File: src/rtl/sum_threshold_acc_if.sv
// sum_threshold_acc_if: valid/ready packet streams into and out of the sum/threshold stage
interface sum_threshold_acc_if #(
   parameter int WIDTH = 35
);
   logic             in_valid;
   logic             in_ready;
   logic [WIDTH-1:0] in_data;
   logic             out_valid;
   logic             out_ready;
   logic [WIDTH-1:0] out_data;
   modport master (output in_valid, in_data, out_ready, input in_ready, out_valid, out_data);
   modport slave  (input in_valid, in_data, out_ready, output in_ready, out_valid, out_data);
endinterface

File: src/rtl/sum_threshold_acc.sv
// sum_threshold_acc: gathers NUM_PE partial sums (plus a residue after timestep 0), thresholds
// the total and emits a spike/residue packet. Define LEAK_EN to subtract LEAK before thresholding.
module sum_threshold_acc #(
   parameter int                  WIDTH     = 35,
   parameter int                  DATA_W    = 8,
   parameter int                  NUM_PE    = 10,
   parameter logic [4*NUM_PE-1:0] PE_ADDRS  = 40'hEA62D951C8,
   parameter logic [3:0]          RES_ADDR  = 4'hF,
   parameter logic [3:0]          SELF_ADDR = 4'h3,
   parameter int                  THRESH    = 64,
   parameter int                  NEURONS   = 280,
   parameter int                  LEAK      = 1
) (
   input  logic               clk,
   input  logic               rst_n,
   sum_threshold_acc_if.slave bus,
   output logic [7:0]         tstep,
   output logic [9:0]         neuron_idx,
   output logic               dup_err,
   output logic [7:0]         unk_cnt,
   output logic               sat_flag
);
   localparam int AW  = DATA_W + 4;
   localparam int PAD = WIDTH - 13 - DATA_W;
   typedef enum logic [1:0] {COLLECT, SUM, SEND} state_t;
   state_t            state;
   logic [DATA_W-1:0] vals [NUM_PE];
   logic [DATA_W-1:0] res_val;
   logic [NUM_PE-1:0] mask;
   logic [NUM_PE-1:0] hit;
   logic [NUM_PE-1:0] mask_n;
   logic              res_bit;
   logic              res_n;
   logic              is_res;
   logic              pe_hit;
   logic              accept;
   logic              dup;
   logic              done;
   logic [3:0]        src;
   logic [DATA_W-1:0] din;
   logic [AW-1:0]     sum;
   logic [AW-1:0]     sum_l;
   logic [AW-1:0]     acc;
   logic [AW-1:0]     resid;
   logic              spike;
   logic              clip;
   logic [DATA_W-1:0] res_out;
   logic [WIDTH-1:0]  pkt;
   logic              out_valid_q;
   logic [WIDTH-1:0]  out_data_q;
   logic              unused_bits;
   assign src          = bus.in_data[26:23];
   assign din          = bus.in_data[DATA_W-1:0];
   assign unused_bits  = &{1'b0, bus.in_data[WIDTH-1:27], bus.in_data[22:DATA_W]};
   assign bus.in_ready = rst_n && (state == COLLECT);
   assign bus.out_valid = out_valid_q;
   assign bus.out_data  = out_data_q;
   // decode the source ID of the offered packet against the known sources and the current mask
   always_comb begin
      hit = '0;
      for (int i = 0; i < NUM_PE; i++) hit[i] = (src == PE_ADDRS[4*i +: 4]);
      pe_hit = |hit;
      is_res = (src == RES_ADDR) && (tstep != 8'd0);
      accept = bus.in_valid && bus.in_ready;
      mask_n = mask | hit;
      res_n  = res_bit | is_res;
      dup    = (|(hit & mask)) || (is_res && res_bit);
      done   = (&mask_n) && (res_n || tstep == 8'd0);
   end
   // add all stored partial sums and the residue (only present from timestep 1 on), then leak
   always_comb begin
      sum = res_bit ? AW'(res_val) : '0;
      for (int i = 0; i < NUM_PE; i++) sum = sum + AW'(vals[i]);
`ifdef LEAK_EN
      sum_l = (sum > AW'(LEAK)) ? sum - AW'(LEAK) : '0;
`else
      sum_l = sum;
`endif
   end
`ifndef LEAK_EN
   logic unused_leak;
   assign unused_leak = (LEAK != 0);
`endif
   // threshold the registered sum and build the outgoing packet, clipping the residue to DATA_W bits
   always_comb begin
      spike   = (acc >= AW'(THRESH));
      resid   = spike ? acc - AW'(THRESH) : acc;
      clip    = (resid > AW'((1 << DATA_W) - 1));
      res_out = clip ? '1 : resid[DATA_W-1:0];
      pkt     = {SELF_ADDR, RES_ADDR, SELF_ADDR, spike, {PAD{1'b0}}, res_out};
   end
   // control FSM: collect packets, register the sum, present the result until it is taken
   always_ff @(posedge clk or negedge rst_n) begin
      if (!rst_n) begin
         state       <= COLLECT;
         for (int i = 0; i < NUM_PE; i++) vals[i] <= '0;
         res_val     <= '0;
         mask        <= '0;
         res_bit     <= 1'b0;
         acc         <= '0;
         out_valid_q <= 1'b0;
         out_data_q  <= '0;
         tstep       <= '0;
         neuron_idx  <= '0;
         dup_err     <= 1'b0;
         unk_cnt     <= '0;
         sat_flag    <= 1'b0;
      end else begin
         case (state)
            COLLECT: begin
               if (accept) begin
                  for (int i = 0; i < NUM_PE; i++) if (hit[i]) vals[i] <= din;
                  if (is_res) res_val <= din;
                  if (!pe_hit && !is_res && unk_cnt != 8'hFF) unk_cnt <= unk_cnt + 8'd1;
                  if (dup) dup_err <= 1'b1;
                  mask    <= mask_n;
                  res_bit <= res_n;
                  if (done) state <= SUM;
               end
            end
            SUM: begin
               acc   <= sum_l;
               state <= SEND;
            end
            SEND: begin
               if (!out_valid_q) begin
                  out_valid_q <= 1'b1;
                  out_data_q  <= pkt;
                  if (clip) sat_flag <= 1'b1;
               end else if (bus.out_ready) begin
                  out_valid_q <= 1'b0;
                  mask        <= '0;
                  res_bit     <= 1'b0;
                  state       <= COLLECT;
                  if (neuron_idx == 10'(NEURONS - 1)) begin
                     neuron_idx <= '0;
                     if (tstep != 8'hFF) tstep <= tstep + 8'd1;
                  end else begin
                     neuron_idx <= neuron_idx + 10'd1;
                  end
               end
            end
            default: state <= COLLECT;
         endcase
      end
   end
endmodule

File: src/flat_wrapper.sv
// flat-port wrapper written by rule: the top's interface ports become plain ports
module sum_threshold_acc_flat 
#(
   parameter int                  WIDTH     = 35,
   parameter int                  DATA_W    = 8,
   parameter int                  NUM_PE    = 10,
   parameter logic [4*NUM_PE-1:0] PE_ADDRS  = 40'hEA62D951C8,
   parameter logic [3:0]          RES_ADDR  = 4'hF,
   parameter logic [3:0]          SELF_ADDR = 4'h3,
   parameter int                  THRESH    = 64,
   parameter int                  NEURONS   = 280,
   parameter int                  LEAK      = 1
)
  (clk, rst_n, tstep, neuron_idx, dup_err, unk_cnt, sat_flag, bus_in_valid, bus_in_data, bus_out_ready, bus_in_ready, bus_out_valid, bus_out_data);
  sum_threshold_acc_if #(.WIDTH(WIDTH)) bus_i ();
  input  logic clk;
  input  logic rst_n;
  output logic [7:0] tstep;
  output logic [9:0] neuron_idx;
  output logic dup_err;
  output logic [7:0] unk_cnt;
  output logic sat_flag;
  input wire logic [$bits(bus_i.in_valid)-1:0] bus_in_valid;
  input wire logic [$bits(bus_i.in_data)-1:0] bus_in_data;
  input wire logic [$bits(bus_i.out_ready)-1:0] bus_out_ready;
  output wire logic [$bits(bus_i.in_ready)-1:0] bus_in_ready;
  output wire logic [$bits(bus_i.out_valid)-1:0] bus_out_valid;
  output wire logic [$bits(bus_i.out_data)-1:0] bus_out_data;
  assign bus_i.in_valid = bus_in_valid;
  assign bus_i.in_data = bus_in_data;
  assign bus_i.out_ready = bus_out_ready;
  assign bus_in_ready = bus_i.in_ready;
  assign bus_out_valid = bus_i.out_valid;
  assign bus_out_data = bus_i.out_data;
  sum_threshold_acc #(.WIDTH(WIDTH), .DATA_W(DATA_W), .NUM_PE(NUM_PE), .PE_ADDRS(PE_ADDRS), .RES_ADDR(RES_ADDR), .SELF_ADDR(SELF_ADDR), .THRESH(THRESH), .NEURONS(NEURONS), .LEAK(LEAK)) u_core (.clk(clk), .rst_n(rst_n), .bus(bus_i), .tstep(tstep), .neuron_idx(neuron_idx), .dup_err(dup_err), .unk_cnt(unk_cnt), .sat_flag(sat_flag));
endmodule
File: config.mk
export PLATFORM = sky130hd
export DESIGN_NAME = sum_threshold_acc_flat
export DESIGN_NICKNAME = d
export VERILOG_FILES = /design/src/rtl/sum_threshold_acc_if.sv /design/src/rtl/sum_threshold_acc.sv /design/src/flat_wrapper.sv
export SDC_FILE = /design/constraint.sdc
export NUM_CORES = 1
export LEC_CHECK = 0
export CAP_MARGIN = 15
export CORE_UTILIZATION = 60
export CTS_CLUSTER_SIZE = 20
export DETAILED_ROUTE_END_ITERATION = 12
export PLACE_DENSITY = 0.9
export SYNTH_ARGS = -nofsm -noshare
export SYNTH_HDL_FRONTEND = slang
export SYNTH_SLANG_ARGS = --single-unit
File: constraint.sdc
create_clock -name clk -period 14.7 [get_ports clk]
set_input_delay 4.41 -clock clk [delete_from_list [all_inputs] [get_ports clk]]
set_output_delay 4.41 -clock clk [all_outputs]
set_load 0.02 [all_outputs]
== Word-level counts from Yosys, hierarchy flattened ==
Index checks and enable logic that the tools add are counted.
Operators by class
  $add $sub $neg: 14
  magnitude comparators: 2
  equality and inequality tests: 20
  multiplexer cells: 19
  bitwise gates (word level): 4
  reductions and logical operators: 37
Operators by type and width (count)
  adder 12 x 8 -> 12 bit: 10
  AND reduction 3 bit: 15
  two-way mux 10 bit: 4
  equality test 4 bit, second input constant: 7
  case mux 10 bit (2 select lines): 1
  OR reduction 10 bit: 2
  adder 8 x 1 -> 8 bit, second input constant: 2
  two-way mux 8 bit: 2
  != test 8 bit, second input constant: 2
  greater-or-equal comparator 12 x 7 -> 1 bit, second input constant: 1
  > comparator 12 x 8 -> 1 bit, second input constant: 1
  two-way mux 12 bit: 1
  subtractor 12 x 7 -> 12 bit, second input constant: 1
  adder 10 x 1 -> 10 bit, second input constant: 1
  bitwise AND 10 bit: 1
  equality test 10 x 9 -> 1 bit, second input constant: 1
  OR 10 bit: 1
  AND reduction 10 bit: 1
  equality test 4 x 3 -> 1 bit, second input constant: 2
  logical NOT 8 bit: 1
  two-way mux 2 bit: 4
  AND reduction 4 bit: 2
  nonzero test 8 bit: 1
  logical AND 1 bit: 7
  17 further kinds: 25
Word-level totals
  flip-flop bits (word level): 152
  word-level logic and storage cells: 118

== Logic depth before layout (Yosys ltp) ==
  word-level depth: 11
  depth in mapped cells: 19

== Least setup slack after synthesis ==
Ideal clock, no wire load.
  path kind: in2out
  start point: input port rst_n
  end point: output port bus_in_ready
  data arrival time: 4.620 ns
  data required time: 10.290 ns
  slack: 5.670 ns
  cell stages on the path: 1
  cells stage by stage: and2_1
On the way
  word-level cells in the longest chain between the ends: 1
RTL lines
  start, declared: line flat_wrapper.sv:17  | input logic rst_n;
  logical AND 1 bit: line sum_threshold_acc.sv:55  | assign bus.in_ready = rst_n && (state == COLLECT);
  end, declared: line flat_wrapper.sv:26  | output wire logic [$bits(bus_i.in_ready)-1:0] bus_in_ready;
No other way between the ends.

== Final worst setup path ==
Ends and elaborated chain as after synthesis.

==> impl_metrics.py <==
metrics = {
    "sta": {
        "setup_tns_ps": 0,
        "fin_crit_sh_pct": 69.1,
        "finalSetupViolCount": 0,
        "whs_ps": 491,
        "worst_pin_slew_ps": 1100,
        "slew_headroom_pct": 26.5,
        "hold_violations": 0,
        "slew_viol_final": 0,
        "grt_setup_unrepaired": "no",
        "fmax_mhz": 98.4,
        "finalClockSkew_ps": 8.34,
        "period_minus_slack_ps": 10160,
    },
    "floorplan": {
        "die_w_um": 124,
        "die_area_mm2": 0.0155,
        "initial_utilization_pct": 61.6,
        "rows": 44,
        "core_area_mm2": 0.0146,
        "die_y_um": 124,
        "ios": 104,
    },
    "logic_synthesis": {
        "synth_warnings": 0,
        "yosys.area_share.simple_pct": 11.4,
        "synthMuxAreaShare_pct": 10.5,
        "synth_cells": 805,
        "synth_top_family_by_area": "adder cells",
        "synth_area_leaders": "dfrtp_1 (42%), fa_1 (16%), mux2_2 (7.1%)",
        "synth_compound_area_share_pct": 6.38,
        "yosysTopAreaCellShare_pct": 42.4,
        "synth_top_area_cell": "dfrtp_1",
        "ys_seq_area_share_pct": 42.4,
        "synth_area_mm2": 0.00898,
        "synth-edff-count": 0,
        "synth-async-reset-ratio_pct": 100,
        "ys_ff_latch": 152,
        "synth.distinct_cells": 65,
        "synthFlopType": "dfrtp_1",
        "avgSynthCellArea_um2": 11.2,
        "synthAdderAreaFrac_pct": 18.8,
        "synthXorXnorAreaFrac_pct": 2.15,
    },
    "grt": {
        "grt_pass1_wl_mm": 31.0,
        "grt_pass1_vias": 6250,
        "grt_max_degree": 82,
        "overflow": 0,
        "grt_usage_pct": 25.7,
        "grt_antenna_before_repair": 0,
    },
    "worst_hold_path": {
        "whs_path_depth": 1,
        "hold_class": "reg2reg",
    },
    "critical_path": {
        "critical_path_class": "in2out",
        "max_stage_delay_ps": 590,
        "cp_cell_sequence": "buf_6, and2_1, clkdlybuf4s50_1",
        "cp.depth": 3,
        "crit_buf_inv": 2,
        "worstPathRequired_ps": 10290,
        "worstPathArrival_ps": 5750,
        "start_kind": "input pin",
        "cp_top_family": "buffers and inverters",
        "slowest_stage": "clkdlybuf4s50_1",
        "r2r_cells": 15,
        "critPathMaxFanout": 75,
        "endpoint_kind": "output port",
    },
    "route": {
        "antenna_left": 0,
        "drtIter0Drc": 379,
        "dr.pass1.iters": 4,
        "drcViolationCount": 0,
        "wl_per_cell_um": 17.6,
        "drt-total-wl_mm": 18.6,
        "vias_per_cell": 5.62,
        "vias": 5928,
    },
    "finish": {
        "syn_to_final_growth_pct": 14.4,
        "drive_gt1_share_pct": 13.4,
        "final_core_util_pct": 70.4,
        "n_antenna_cell": 0,
        "mostFrequentLayoutCells": "dfrtp_1 (152), inv_1 (122), fa_1 (70), nand2_1 (66), clkdlybuf4s50_1 (61)",
        "final_common_cell": "dfrtp_1",
        "final_nets": 989,
        "final_area_mm2": 0.0103,
    },
    "clocking": {
        "cts_buffers": 17,
        "hold_buffers": 0,
        "postCtsSetupBuffers": 0,
        "clk_latency_ps": 440,
        "cts_tree": "done",
        "cts.path.max_buffers": 2,
        "path_clk_slew_ps": 60,
        "htree_levels": 4,
        "cts-root-buf": "clkbuf_16",
        "post_cts_resized": 0,
        "clock-sinks": 152,
    },
    "job": {
        "drv_cap": 0,
    },
    "placed_design": {
        "hpwl_mm": 12.6,
        "place_area_mm2": 0.00962,
        "numPortBuffers": 62,
        "place_congestion": 0.861,
    },
    "status": {
        "status": "finished, final reports clean",
    },
}
## cell type report
cell class | instances | area (µm²)
Clock buffer | 21 | 470
Clock inverter | 11 | 170
Fill cell | 1000 | 4320
Inverter | 122 | 458
Multi-Input combinational cell | 499 | 4490
Sequential cell | 152 | 3800
Tap cell | 184 | 230
Timing Repair Buffer | 65 | 644
## synth_stat cells (3+ instances only)
| cell | count |
|---|---|
| o21ai_0 | 35 |
| nand3_1 | 12 |
| o21a_1 | 3 |
| fa_1 | 70 |
| ha_1 | 23 |
| o211ai_1 | 3 |
| inv_1 | 122 |
| a21o_1 | 3 |
| mux2_1 | 12 |
| a22oi_1 | 3 |
| buf_2 | 5 |
| a211oi_1 | 4 |
| xor2_1 | 13 |
| and2_1 | 5 |
| nor3b_1 | 3 |
| mux2_2 | 57 |
| nand2_1 | 66 |
| nor2b_1 | 7 |
| mux2i_1 | 5 |
| mux2_4 | 8 |
| nand3b_1 | 3 |
| clkbuf_1 | 17 |
| nor2_1 | 42 |
| nand2b_1 | 9 |
| a21oi_1 | 27 |
| nor4_1 | 5 |
| buf_4 | 26 |
| nor3_1 | 8 |
| nand4_1 | 8 |
| xnor2_1 | 9 |
| dfrtp_1 | 152 |
## cell families after synthesis
family,count (synthesis)
AND/OR/NAND/NOR,191
buffers and inverters,171
flip-flops,152
adder cells (fa/ha/maj),93
AO/OA/AOI/OAI,93
multiplexers,82
XOR/XNOR,22
other,1
## flip-flops by register name (all words and copies together), names as in the netlist
register / cells
u_core.mask: 10
u_core.bus.out_data: 10
u_core.vals: 80
u_core.neuron_idx: 10
u_core.state: 2
u_core.res_bit: 1
u_core.dup_err: 1
u_core.sat_flag: 1
u_core.unk_cnt: 8
u_core.bus.out_valid: 1
u_core.res_val: 8
u_core.tstep: 8
u_core.acc: 12
## per-stage QoR
| step | std cells | worst slack [ps] |
|---|---|---|
| after floorplan | 822 | 5670 |
| after global placement | 1021 | 4510 |
| after detailed placement | 1021 | 4510 |
| after CTS | 1053 | 4510 |
| after global routing | 1054 | 4410 |
| final | 1054 | 4540 |
## worst reg2reg max path: cells and delay by family, from the launching register on
kind	cells	cell delay, ps
adder cells (fa/ha/maj)	6	3060
flip-flops	1	660
buffers and inverters	3	180
AND/OR/NAND/NOR	2	270
AO/OA/AOI/OAI	4	1190
## final timing paths
kind / startpoint / endpoint / slack (ps)
max: rst_n / bus_in_ready / 4540
min: u_core.unk_cnt[6] / u_core.unk_cnt[6] / 490
max reg2reg: u_core.res_bit / u_core.acc[11] / 9220
min reg2reg: u_core.unk_cnt[6] / u_core.unk_cnt[6] / 490
max in group asynchronous: rst_n / u_core.vals[29] / 9240
min in group asynchronous: rst_n / u_core.neuron_idx[3] / 3980
## layer usage
metal / share of wire (%) / track usage [%]
met5: 0 / 0
met4: 2.8 / 10.2
met2: 53 / 44.0
met3: 3.8 / 5.88
met1: 41 / 31.6
Power is left out: the tool's default activity adds up to more than one toggle a clock period on the data nets, which glitch-free logic cannot reach.
